===== src/rtl/qea_run_sequencer.sv =====
// qea_run_sequencer: host-side sequencer for one QEA run. It accepts a command,
// streams gate-context words into the context RAM, initialises the state RAM to
// a basis state, pulses start and times the run (with an optional timeout), and
// can stream the final state vector out afterwards.
//   command : i_cmd_* with i_cmd_valid/o_cmd_ready, i_timeout_limit (0 = none)
//   context : i_ctx_valid/o_ctx_ready/i_ctx_data -> o_ctx_en/wea/addr/data
//   state   : o_state_ena/wea/addra/dina, i_qea_state_dout
//   core    : o_qea_start, o_qea_qbit_num, i_qea_complete
//   readback: o_rd_valid/i_rd_ready/o_rd_data/o_rd_last
//   status  : o_busy, o_done, o_timeout, o_cmd_error, o_exec_cycles
module qea_run_sequencer #(
    parameter int PE_NUM                  = 4,
    parameter int PE_NUM_WIDTH            = 2,
    parameter int DATA_WIDTH              = 32,
    parameter int STATE_DATA_WIDTH        = 2 * DATA_WIDTH,
    parameter int STATE_ADDR_WIDTH        = 16,
    parameter int GATE_CONTEXT_DATA_WIDTH = 64,
    parameter int GATE_CONTEXT_ADDR_WIDTH = 16,
    parameter int MAX_QBIT_WIDTH          = 6,
    parameter int NUM_FRAC_BIT            = 30,
    parameter int RD_LATENCY              = 1,
    parameter int CYC_WIDTH               = 48
) (
    input  logic                                       clk,
    input  logic                                       rst,
    input  logic                                       i_cmd_valid,
    output logic                                       o_cmd_ready,
    input  logic [MAX_QBIT_WIDTH-1:0]                  i_cmd_qbit_num,
    input  logic [GATE_CONTEXT_ADDR_WIDTH-1:0]         i_cmd_ins_num,
    input  logic [STATE_ADDR_WIDTH+PE_NUM_WIDTH-1:0]   i_cmd_init_idx,
    input  logic                                       i_cmd_readback,
    input  logic [31:0]                                i_timeout_limit,
    input  logic                                       i_ctx_valid,
    output logic                                       o_ctx_ready,
    input  logic [GATE_CONTEXT_DATA_WIDTH-1:0]         i_ctx_data,
    output logic                                       o_qea_start,
    output logic [MAX_QBIT_WIDTH-1:0]                  o_qea_qbit_num,
    output logic                                       o_ctx_en,
    output logic                                       o_ctx_wea,
    output logic [GATE_CONTEXT_ADDR_WIDTH-1:0]         o_ctx_addr,
    output logic [GATE_CONTEXT_DATA_WIDTH-1:0]         o_ctx_data,
    output logic                                       o_state_ena,
    output logic                                       o_state_wea,
    output logic [STATE_ADDR_WIDTH-1:0]                o_state_addra,
    output logic [PE_NUM*STATE_DATA_WIDTH-1:0]         o_state_dina,
    input  logic                                       i_qea_complete,
    input  logic [PE_NUM*STATE_DATA_WIDTH-1:0]         i_qea_state_dout,
    output logic                                       o_rd_valid,
    input  logic                                       i_rd_ready,
    output logic [PE_NUM*STATE_DATA_WIDTH-1:0]         o_rd_data,
    output logic                                       o_rd_last,
    output logic                                       o_busy,
    output logic                                       o_done,
    output logic                                       o_timeout,
    output logic                                       o_cmd_error,
    output logic [CYC_WIDTH-1:0]                       o_exec_cycles
);
    localparam int IW = STATE_ADDR_WIDTH + PE_NUM_WIDTH;
    localparam logic [MAX_QBIT_WIDTH-1:0] Q_MIN = MAX_QBIT_WIDTH'(PE_NUM_WIDTH);
    localparam logic [MAX_QBIT_WIDTH-1:0] Q_MAX = MAX_QBIT_WIDTH'(IW);
    localparam logic [GATE_CONTEXT_ADDR_WIDTH-1:0] CA_ONE = GATE_CONTEXT_ADDR_WIDTH'(1);
    localparam logic [STATE_ADDR_WIDTH-1:0] RA_ONE = STATE_ADDR_WIDTH'(1);
    localparam logic [CYC_WIDTH-1:0] CY_ONE = CYC_WIDTH'(1);
    localparam logic [DATA_WIDTH-1:0] RE_ONE = DATA_WIDTH'(1) << NUM_FRAC_BIT;
    localparam logic [STATE_DATA_WIDTH-1:0] AMP_ONE = {RE_ONE, {DATA_WIDTH{1'b0}}};

    localparam logic [3:0] S_IDLE     = 4'd0;
    localparam logic [3:0] S_LOAD     = 4'd1;
    localparam logic [3:0] S_INIT     = 4'd2;
    localparam logic [3:0] S_START    = 4'd3;
    localparam logic [3:0] S_RUN      = 4'd4;
    localparam logic [3:0] S_RB_ISSUE = 4'd5;
    localparam logic [3:0] S_RB_WAIT  = 4'd6;
    localparam logic [3:0] S_RB_HOLD  = 4'd7;
    localparam logic [3:0] S_DONE     = 4'd8;

    logic [3:0]                         state;
    logic [MAX_QBIT_WIDTH-1:0]          qbit;
    logic [GATE_CONTEXT_ADDR_WIDTH-1:0] ins_num;
    logic [GATE_CONTEXT_ADDR_WIDTH-1:0] ctx_addr;
    logic [IW-1:0]                      init_idx;
    logic [STATE_ADDR_WIDTH-1:0]        row;
    logic [STATE_ADDR_WIDTH-1:0]        last_row;
    logic                               readback;
    logic [31:0]                        limit;
    logic [CYC_WIDTH-1:0]               cyc;
    logic [31:0]                        wait_cnt;
    logic                               cmd_ok;
    logic [MAX_QBIT_WIDTH-1:0]          shamt;

    assign cmd_ok = i_cmd_qbit_num >= Q_MIN && i_cmd_qbit_num <= Q_MAX;
    // Right-shifting an all-ones word by (IW - qbit) yields both the index
    // mask and, on the row-address slice, the last row index ROWS-1.
    assign shamt = Q_MAX - i_cmd_qbit_num;

    always_ff @(posedge clk) begin
        if (rst) begin
            state         <= S_IDLE;
            qbit          <= '0;
            ins_num       <= '0;
            ctx_addr      <= '0;
            init_idx      <= '0;
            row           <= '0;
            last_row      <= '0;
            readback      <= 1'b0;
            limit         <= '0;
            cyc           <= '0;
            wait_cnt      <= '0;
            o_exec_cycles <= '0;
            o_timeout     <= 1'b0;
            o_cmd_error   <= 1'b0;
            o_rd_data     <= '0;
        end else begin
            o_cmd_error <= 1'b0;
            case (state)
                S_IDLE: if (i_cmd_valid) begin
                    if (cmd_ok) begin
                        qbit      <= i_cmd_qbit_num;
                        ins_num   <= i_cmd_ins_num;
                        init_idx  <= i_cmd_init_idx & ({IW{1'b1}} >> shamt);
                        last_row  <= {STATE_ADDR_WIDTH{1'b1}} >> shamt;
                        readback  <= i_cmd_readback;
                        limit     <= i_timeout_limit;
                        ctx_addr  <= '0;
                        row       <= '0;
                        o_timeout <= 1'b0;
                        state     <= i_cmd_ins_num == '0 ? S_INIT : S_LOAD;
                    end else begin
                        o_cmd_error <= 1'b1;
                    end
                end
                S_LOAD: if (i_ctx_valid) begin
                    ctx_addr <= ctx_addr + CA_ONE;
                    if (ctx_addr == ins_num - CA_ONE) state <= S_INIT;
                end
                S_INIT: begin
                    row <= row == last_row ? '0 : row + RA_ONE;
                    if (row == last_row) state <= S_START;
                end
                S_START: begin
                    // Counter value 1 lands in the first RUN cycle, so it equals
                    // the distance from the start cycle.
                    cyc           <= CY_ONE;
                    o_exec_cycles <= '0;
                    state         <= S_RUN;
                end
                S_RUN: begin
                    if (i_qea_complete) begin
                        o_exec_cycles <= cyc;
                        state         <= readback ? S_RB_ISSUE : S_DONE;
                    end else if (limit != '0 && cyc == CYC_WIDTH'(limit)) begin
                        o_exec_cycles <= cyc;
                        o_timeout     <= 1'b1;
                        state         <= S_DONE;
                    end else if (~&cyc) begin
                        cyc <= cyc + CY_ONE;
                    end
                end
                S_RB_ISSUE: begin
                    wait_cnt <= '0;
                    state    <= S_RB_WAIT;
                end
                S_RB_WAIT: begin
                    if (wait_cnt == 32'(RD_LATENCY - 1)) begin
                        o_rd_data <= i_qea_state_dout;
                        state     <= S_RB_HOLD;
                    end else begin
                        wait_cnt <= wait_cnt + 32'd1;
                    end
                end
                S_RB_HOLD: if (i_rd_ready) begin
                    row   <= row + RA_ONE;
                    state <= row == last_row ? S_DONE : S_RB_ISSUE;
                end
                S_DONE: state <= S_IDLE;
                default: state <= S_IDLE;
            endcase
        end
    end

    always_comb begin
        o_cmd_ready    = state == S_IDLE;
        o_busy         = state != S_IDLE && state != S_DONE;
        o_done         = state == S_DONE;
        o_qea_start    = state == S_START;
        o_qea_qbit_num = qbit;
        o_ctx_ready    = state == S_LOAD;
        o_ctx_en       = o_ctx_ready && i_ctx_valid;
        o_ctx_wea      = o_ctx_en;
        o_ctx_addr     = o_ctx_en ? ctx_addr : '0;
        o_ctx_data     = o_ctx_en ? i_ctx_data : '0;
        o_state_ena    = state == S_INIT || state == S_RB_ISSUE;
        o_state_wea    = state == S_INIT;
        o_state_addra  = o_state_ena ? row : '0;
        o_state_dina   = '0;
        // Lane 0 sits in the most significant amplitude slot of the row.
        for (int p = 0; p < PE_NUM; p++)
            if (o_state_wea && row == init_idx[IW-1:PE_NUM_WIDTH] &&
                init_idx[PE_NUM_WIDTH-1:0] == PE_NUM_WIDTH'(p))
                o_state_dina[(PE_NUM-p)*STATE_DATA_WIDTH-1 -: STATE_DATA_WIDTH] = AMP_ONE;
        o_rd_valid     = state == S_RB_HOLD;
        o_rd_last      = o_rd_valid && row == last_row;
    end
endmodule


===== config.mk =====
export PLATFORM = sky130hd
export DESIGN_NAME = qea_run_sequencer
export DESIGN_NICKNAME = d
export VERILOG_FILES = /design/src/rtl/qea_run_sequencer.sv
export SDC_FILE = /design/constraint.sdc
export NUM_CORES = 1
export LEC_CHECK = 0
export ABC_AREA = 1
export CAP_MARGIN = 20
export CORE_AREA = 2 2 422 424
export DETAILED_ROUTE_END_ITERATION = 8
export DIE_AREA = 0 0 424 426
export GPL_ROUTABILITY_DRIVEN = 0
export GPL_TIMING_DRIVEN = 0
export PLACE_DENSITY_LB_ADDON = 0.25
export SYNTH_ARGS = -nofsm -noshare
export SYNTH_HDL_FRONTEND = slang
export SYNTH_SLANG_ARGS = --single-unit

===== constraint.sdc =====
create_clock -name clk -period 1.9 [get_ports clk]
set_clock_uncertainty 0.05 [all_clocks]
set_input_delay 0.38 -clock clk [delete_from_list [all_inputs] [get_ports clk]]
set_output_delay 0.38 -clock clk [all_outputs]
set_load 0.01 [all_outputs]

---- After elaboration in Yosys (flattened, before gate mapping) ----
Index checks and enable logic that the tools add are counted.
operators by class
  $add $sub $neg .......................... 6
  magnitude comparators ................... 2
  equality and inequality tests ........... 29
  shift operators ......................... 2
  multiplexer cells ....................... 42
  bitwise operators ....................... 3
  reduce and logical (&&, ||, !) cells .... 33
operator list
  kind                   count
  $mux 63                4
  $mux 48                5
  $pmux 48 s2            2
  $mux 16                7
  $mux 64                1
  $pmux 32 s2            1
  $add 48x1->48 const B  1
  $eq 16x16->1           3
  $eq 48x32->1           1
  $pmux 16 s3            1
  $reduce_and 48->1      1
  $mux 4                 11
  $add 16x1->16 const B  2
  $add 32x1->32 const B  1
  $logic_not 32->1       1
  $mux 32                1
  $pmux 16 s2            1
  $pmux 4 s8             1
  $reduce_bool 32->1     1
  $and 18x18->18         1
  $shr 18x6->18 const A  1
  $eq 4x3->1 const B     4
  $logic_not 16->1       1
  $ne 2x2->1 const B     8
  other kinds (30)       56
storage, ports and cells
  bits in registers ....................... 511
  output and inout bits ................... 675
  word-level logic and storage cells ...... 132

---- Depth between registers and ports, before layout ----
Gate-level depths: netlist of the first run.
  depth in word-level cells ............... 5
  depth in mapped cells ................... 16
  depth with buffers taken out ............ 16

---- Worst setup path after synthesis of the first run ----
OpenSTA, ideal clock, no wires.
  path kind ............................... flip-flop to flip-flop
  from .................................... register cyc[1]
  to ...................................... register cyc[45]
  library setup time ...................... 0.132 ns
  arrival time ............................ 1.844 ns
  required time ........................... 1.718 ns
  slack ................................... -0.126 ns
  stages on the path, launching flop included .. 13
  path buffers ............................ 2
  clock period less this slack ............ 2.026 ns
  path through ............................ dfxtp_1 > ha_1 > nand3_1 > inv_2 > nand2_1 > nor3_1 > nand2_1 > o21ai_1 > nand2_1 > buf_2 > buf_2 > nand3_1 > a21oi_1
between the ends
  longest elaborated chain between the ends .. 5
ends and longest elaborated chain
  element                   RTL line  source
  start: declaration        86        logic [CYC_WIDTH-1:0] cyc;
  start signal: assignment  156       cyc <= cyc + CY_ONE;
  $add 48x1->48             156
  $mux 48                   155       end else if (~&cyc) begin
  $mux 48                   151       end else if (limit != '0 && cyc == CYC_WIDTH'(limit)) begin
  $mux 48                   148       if (i_qea_complete) begin
  $pmux 48 s2               115       case (state)
Several ways; a longest one is shown, not always the timed one. The select of a mux whose other input is x is not followed.
A chain may end at the register's enable or synchronous reset.

---- Final worst setup path of the first run ----
  from .................................... register row[5]
  to ...................................... output port o_state_dina[62]
between the ends
  longest elaborated chain between the ends .. 4
ends and longest elaborated chain
  element                          RTL line  source
  start: declaration               82        logic [STATE_ADDR_WIDTH-1:0] row;
  start signal: assignment         137       row <= row == last_row ? '0 : row + RA_ONE;
  start signal: assignment         172       row <= row + RA_ONE;
  $eq 16x16->1                     198       if (o_state_wea && row == init_idx[IW-1:PE_NUM_WIDTH] &&
  $logic_and 1x1->1 (2 in series)  198
  $mux 63                          198
  end: declaration                 45        output logic [PE_NUM*STATE_DATA_WIDTH-1:0] o_state_dina,
No other way between the ends.

==> flow_metrics.env, run 1 <==
export IMPL_crit_required_ns=1.47
export IMPL_synth_top_area_share_pct=39.6
export IMPL_cts_hold_buf=0
export IMPL_clockRootBuffer="clkbuf_16"
export IMPL_peakVddDrop_uv=585
export IMPL_grt_pass1_wl_um=196000
export IMPL_drc=0
export IMPL_die_area_mm2=0.181
export IMPL_cp_end_kind="output port"
export IMPL_synthCells=3781
export IMPL_worstSetupPathType="reg2out"
export IMPL_dp_cells=7195
export IMPL_layout_setup_ws_ns=-0.825
export IMPL_maxCapViolCount=0
export IMPL_fp_dieH_um=426
export IMPL_synth_main_ff_cell="dfxtp_1"
export IMPL_area_growth_synth_to_final_pct=73.6
export IMPL_first_iter_violations=1382
export IMPL_start_util_pct=14.7
export IMPL_nFillCells=19300
export IMPL_cts_clk_slew_worst_paths_ns=0.06
export IMPL_async_reset_ff_share_pct=0
export IMPL_drive_gt1_share_pct=22.7
export IMPL_stdcell_count=7478
export IMPL_setup_viol=916
export IMPL_cts_tree="yes"
export IMPL_cp_arrival_ns=2.29
export IMPL_final_common_cell="clkdlybuf4s50_1"
export IMPL_hold_path_depth=3
export IMPL_grt_max_degree=14
export IMPL_io_buffer_count=820
export IMPL_fmax_mhz=367
export IMPL_synth_area_per_cell_um2=6.84
export IMPL_cp_num_buf_inv=2
export IMPL_maxSlewHeadroom_pct=36.7
export IMPL_cp_slowest_cell="dfxtp_4"
export IMPL_clk_path_buf_depth=3
export IMPL_yosys_top_cells_area="dfxtp_1 (40%), nor2_1 (9.5%), nand2_1 (9.4%)"
export IMPL_rsz0062_at_grt="yes"
export IMPL_hold_start="i_timeout_limit[27]"
export IMPL_firstDrtPassIters=7
export IMPL_hold_path_class="in2reg"
export IMPL_violations="setup timing"
export IMPL_cts_htree_levels=3
export IMPL_syn_area_mm2=0.0258
export IMPL_antenna_found_initial=20
export IMPL_p_total_uw=39500
export IMPL_startpoint="row[5]$_SDFFE_PP0P_"
export IMPL_reg2reg_depth=15
export IMPL_p_per_area_mw_per_mm2=880
export IMPL_slew_viol_final=0
export IMPL_startpoint_type="flip-flop"
export IMPL_synth_seq_cells=511
export IMPL_outcome="complete, but fails checks"
export IMPL_pin_count=1074
export IMPL_pre_cts_ws_ns=-1.97
export IMPL_wl_per_cell_um=18.9
export IMPL_final_hold_viol_count=0
export IMPL_yosysWarnings=0
export IMPL_cts_buffers=70
export IMPL_critPathTopFamily="simple AND/OR/NAND/NOR gates"
export IMPL_final_area_mm2=0.0449
export IMPL_cts_sinks=511
export IMPL_yosys_area_top_type="dfxtp_1"
export IMPL_fin_nets=5489
export IMPL_num_vias=29000
export IMPL_holdPathEnd="limit[27]$_SDFFE_PP0P_"
export IMPL_grt_ovfl_total=0
export IMPL_place_area_mm2=0.0380
export IMPL_grt_total_usage_pct=14.8
export IMPL_rows=154
export IMPL_fin_crit_ns=2.72
export IMPL_dp_hpwl_um=113000
export IMPL_core_mm2=0.176
export IMPL_finalWirelength_um=141000
export IMPL_ys_seq_area_share_pct=39.6
export IMPL_mostFrequentLayoutCells="clkdlybuf4s50_1 (707), nand2_1 (614), nor2_1 (541), dfxtp_1 (457), buf_4 (365)"
export IMPL_avgViaCountPerCell=3.88
export IMPL_clk_latency_ns=0.66
export IMPL_rr_startpoint="state[2]$_SDFFE_PP0P_"
export IMPL_rrSetupSlack_ns=-0.49
export IMPL_fin_crit_sh_pct=143
export IMPL_crit_path_max_incr_delay_ns=0.37
export IMPL_r2r_end="ctx_addr[13]$_SDFFE_PP0P_"
export IMPL_tightest_slew_ns=0.950
export IMPL_cp_max_fo=6
export IMPL_synth_edf_count=0
export IMPL_p_leak_uw=0.0177
export IMPL_ys_types=49
export IMPL_crit_chain="inv_6 > o21ai_1 > a211oi_2 > nand4_1 > nor3_4 > nand2_1 > nor2_1 > buf_2"
export IMPL_dieWidth_um=424
export IMPL_grt_pass1_vias=28100
export IMPL_ant_nets=0
[cell type report]
class	instances	area, um2	area share (%)
Inverter	243	1000	2.23
Tap cell	2340	2930	6.53
Clock inverter	26	419	0.934
Timing Repair Buffer	991	10000	22.3
Multi-Input combinational cell	2795	14400	32.2
Clock buffer	98	2060	4.59
Sequential cell	511	10400	23.1
Buffer	467	3650	8.14
Antenna cell	7	17.5	0.0390
[cell usage after synthesis, types with 4 or more instances]
| master | n |
|---|---|
| nor2_1 | 654 |
| nand2_1 | 650 |
| dfxtp_1 | 511 |
| nor3_1 | 312 |
| o21ai_0 | 304 |
| buf_4 | 264 |
| a21oi_1 | 242 |
| inv_1 | 224 |
| clkbuf_1 | 147 |
| nand3_1 | 133 |
| xor2_1 | 59 |
| buf_2 | 41 |
| xnor2_1 | 40 |
| nand4_1 | 27 |
| clkbuf_2 | 19 |
| o21ai_1 | 18 |
| inv_2 | 17 |
| nand3b_1 | 16 |
| buf_1 | 11 |
| ha_1 | 11 |
| a211oi_1 | 9 |
| nor2_2 | 9 |
| or2_2 | 8 |
| nor4_1 | 7 |
| o22ai_1 | 5 |
| o211ai_1 | 4 |
[kinds of logic after synthesis]
family	after synthesis	synth area share, %
AND/OR/NAND/NOR	1835	29.9
buffers and inverters	727	14.7
AO/OA/AOI/OAI	597	11.9
flip-flops	511	39.6
XOR/XNOR	99	3.35
adder cells (fa/ha/maj)	11	0.532
other	1	0.0145
[registers in the layout, summed over array words and instances (netlist names)]
name / flops
o_rd_data: 256
cyc: 48
o_exec_cycles: 48
limit: 32
wait_cnt: 32
init_idx: 18
ctx_addr: 16
ins_num: 16
last_row: 16
row: 16
o_qea_qbit_num: 6
state: 4
o_cmd_error: 1
o_timeout: 1
readback: 1
[layer usage]
layer | part of all wire [%] | vias to the layer above | wire length (um) | GRT usage [%]
li1 | - | 14300 | - | -
met1 | 36 | 13400 | 50700 | 15.1
met2 | 53 | 1082 | 75400 | 28.5
met3 | 6.8 | 191 | 9620 | 3.60
met4 | 4.1 | 6 | 5750 | 6.20
met5 | 0.024 | - | 34 | 0
[power breakdown]
group	switching (uW)	leakage, uW	internal, uW
Combinational	7130	0.0123	6070
Sequential	590	0.00416	11400
Clock	5570	0.00120	8710
Total	13300	0.0177	26200
[how the worst max path moves through the flow]
stage               depth (start not counted)                         to
floorplan                                  12       cyc[45]$_SDFFE_PP0P_
global placement                            9   init_idx[0]$_SDFFE_PP0P_
detailed placement                         11  ctx_addr[14]$_SDFFE_PP0P_
CTS                                         8          o_state_dina[126]
global route                                9           o_state_dina[62]
finish                                      8           o_state_dina[62]
[through the flow]
step,util [%],setup TNS (ns),hold slack (ns)
final,25.5,-200.77,0.237
after global routing,25.5,-301.18,0.208
after CTS,24.6,-259.21,0.166
after detailed placement,21.6,-634.12,0.374
after global placement,21.6,-695.21,0.368
after floorplan,-,0,0.396
[worst register-to-register path, delay by kind of cell (launching register included)]
kind                   cells  cell delay (ns)
AND/OR/NAND/NOR            7             0.98
flip-flops                 1             0.34
buffers and inverters      7             0.87
AO/OA/AOI/OAI              1             0.09
[timing repair]
| action | in CTS | in global routing |
|---|---|---|
| resized for setup | 1078 | 462 |
| pin swaps | 66 | 71 |
| endpoints found under the hold margin | 0 | 0 |
| gates cloned | 13 | 4 |
| buffers inserted | 103 | 55 |
| setup endpoints to repair | 933 | 933 |
Note: power is estimated with default switching activity, not from simulation.
==> inputs of run 2 (changes only) <==
- TNS_END_PERCENT: unset -> 1
==> flow_metrics.env, run 2 (same netlist as run 1, synthesis figures left out) <==
export IMPL_outcome="complete, but fails checks"
export IMPL_violations="setup timing"
export IMPL_use_met2_pct=28.3
export IMPL_tightest_slew_ns=0.869
export IMPL_place_area_mm2=0.0380
export IMPL_dieWidth_um=424
export IMPL_worstSetupPathType="reg2out"
export IMPL_clk_path_buf_depth=3
export IMPL_multiInputGateArea_mm2=0.0137
export IMPL_finalWirelength_um=139000
export IMPL_area_growth_synth_to_final_pct=65.1
export IMPL_cp_slowest_cell="dfxtp_4"
export IMPL_dp_hpwl_um=113000
export IMPL_crit_chain="inv_4 > nand2_2 > nor2_4 > buf_4 > buf_12 > nor2_4 > buf_12 > nor2_1 > dlygate4sd2_1"
export IMPL_fin_nets=5403
export IMPL_reg_top3="o_rd_data: 256 flops, cyc: 48 flops, o_exec_cycles: 48 flops"
export IMPL_crit_path_max_incr_delay_ns=0.38
export IMPL_avgViaCountPerCell=3.81
export IMPL_p_per_area_mw_per_mm2=859
export IMPL_cp_end_kind="output port"
export IMPL_first_iter_violations=1393
export IMPL_cts_tree="yes"
export IMPL_rr_startpoint="state[1]$_SDFFE_PP0P_"
export IMPL_ant_nets=0
export IMPL_firstDrtPassIters=5
export IMPL_grt_pass1_wl_um=194000
export IMPL_cts_clk_slew_worst_paths_ns=0.06
export IMPL_reg2reg_depth=13
export IMPL_fin_crit_ns=2.76
export IMPL_antenna_found_initial=19
export IMPL_cts_sinks=511
export IMPL_largest_reg_flops=256
export IMPL_cts_buffers=69
export IMPL_core_mm2=0.176
export IMPL_hold_start="i_timeout_limit[6]"
export IMPL_maxCapViolCount=0
export IMPL_drive_gt1_share_pct=18.9
export IMPL_cp_max_fo=6
export IMPL_num_vias=28200
export IMPL_timing_setup_tns_ns=-212.58
export IMPL_cts_htree_levels=3
export IMPL_io_buffer_count=820
export IMPL_fp_dieH_um=426
export IMPL_final_hold_viol_count=0
export IMPL_cp_arrival_ns=2.33
export IMPL_grt_ovfl_total=0
export IMPL_wl_per_cell_um=18.8
export IMPL_layout_setup_ws_ns=-0.855
export IMPL_grt_pass1_vias=27600
export IMPL_hold_path_class="in2reg"
export IMPL_use_met3_pct=4.07
export IMPL_final_common_cell="nand2_1"
export IMPL_crit_required_ns=1.47
export IMPL_largest_register="o_rd_data"
export IMPL_startpoint_type="flip-flop"
export IMPL_final_util_pct=24.3
export IMPL_clk_latency_ns=0.65
export IMPL_seqCellArea_mm2=0.0103
export IMPL_startpoint="state[0]$_SDFFE_PP0P_"
export IMPL_start_util_pct=14.7
export IMPL_grt_total_usage_pct=14.7
export IMPL_holdPathEnd="limit[6]$_SDFFE_PP0P_"
export IMPL_grt_max_degree=14
export IMPL_r2r_end="ctx_addr[12]$_SDFFE_PP0P_"
export IMPL_rrSetupSlack_ns=-0.61
export IMPL_top_usage_layer="met2"
export IMPL_peakVddDrop_uv=506
export IMPL_pin_count=1074
export IMPL_rsz0062_at_grt="yes"
export IMPL_use_met1_pct=15.1
export IMPL_die_area_mm2=0.181
export IMPL_hold_path_depth=3
export IMPL_maxSlewHeadroom_pct=42.1
export IMPL_nFillCells=19500
export IMPL_mostFrequentLayoutCells="nand2_1 (636), clkdlybuf4s50_1 (591), nor2_1 (556), dfxtp_1 (474), buf_4 (308)"
export IMPL_drc=0
export IMPL_p_leak_uw=0.0189
export IMPL_fmax_mhz=363
export IMPL_clockRootBuffer="clkbuf_16"
export IMPL_rows=154
export IMPL_slew_viol_final=0
export IMPL_fin_crit_sh_pct=145
export IMPL_final_area_mm2=0.0427
export IMPL_setup_viol=775
==> run 2: changes by cell type in the layout (fill, tap and decap cells not counted), moves of 17 or more <==
cell | previous run | this run
buf_6 | 141 | 94
buf_4 | 365 | 308
nand2_1 | 614 | 636
nor3_2 | 37 | 20
clkbuf_16 | 90 | 72
dlymetal6s2s_1 | 0 | 118
nor2_4 | 93 | 67
buf_8 | 31 | 13
nor3_1 | 260 | 291
dfxtp_1 | 457 | 474
buf_2 | 46 | 67
clkbuf_2 | 16 | 46
clkdlybuf4s50_1 | 707 | 591
==> run 2: what timing repair did <==
action	4_1_cts	5_1_grt
hold endpoints to repair	0	0
hold buffers	0	0
resized for setup	736	519
setup endpoints to repair	934	933
pin swaps	22	25
cloned	6	0
buffers inserted	44	18
==> run 2: layout make-up <==
class | instances | share of cell area (%)
buffer | 483 | 7.95
tap | 2340 | 6.86
antenna | 5 | 0.0293
clock buffer | 106 | 4.94
multi-input combinational | 2795 | 32.1
inverter | 243 | 2.23
sequential | 511 | 24.1
clock inverter | 18 | 0.446
timing repair buffer | 890 | 21.3
==> run 2: worst max path at each step <==
stage                                endpoint
global route                o_state_dina[190]
CTS                            o_ctx_addr[15]
floorplan                cyc[45]$_SDFFE_PP0P_
detailed placement  ctx_addr[14]$_SDFFE_PP0P_
global placement    ctx_addr[14]$_SDFFE_PP0P_
finish                       o_state_addra[4]
==> run 2: routing by layer <==
metal,vias up,routed length [um]
met3,173,9900
met5,-,37
met1,12900,50500
met4,6,4290
li1,14200,-
met2,941,74600
==> run 2: critical path, delay by kind of cell, from the launching register on <==
family	cells	cell delay, ns
buf+inv	5	0.79
flops	1	0.38
simple gates	4	0.50
==> run 2: metrics by stage <==
| step | cells | hold WS [ns] | power, uW | setup WS (ns) |
|---|---|---|---|---|
| after floorplan | 4032 | 0.396 | 16900 | -0.0692 |
| after global routing | 7386 | 0.219 | 38600 | -0.964 |
| after detailed placement | 7195 | 0.369 | 21900 | -2.27 |
| after CTS | 7368 | 0.170 | 36800 | -0.956 |
| after global placement | 7192 | 0.370 | 21900 | -2.25 |
| final | 7391 | 0.238 | 36700 | -0.855 |
==> run 2: report_power, final <==
| group | total, uW | internal (uW) | switching [uW] |
|---|---|---|---|
| clock network | 13400 | 7940 | 5470 |
| logic | 11300 | 4770 | 6500 |
| registers | 12000 | 11400 | 535 |
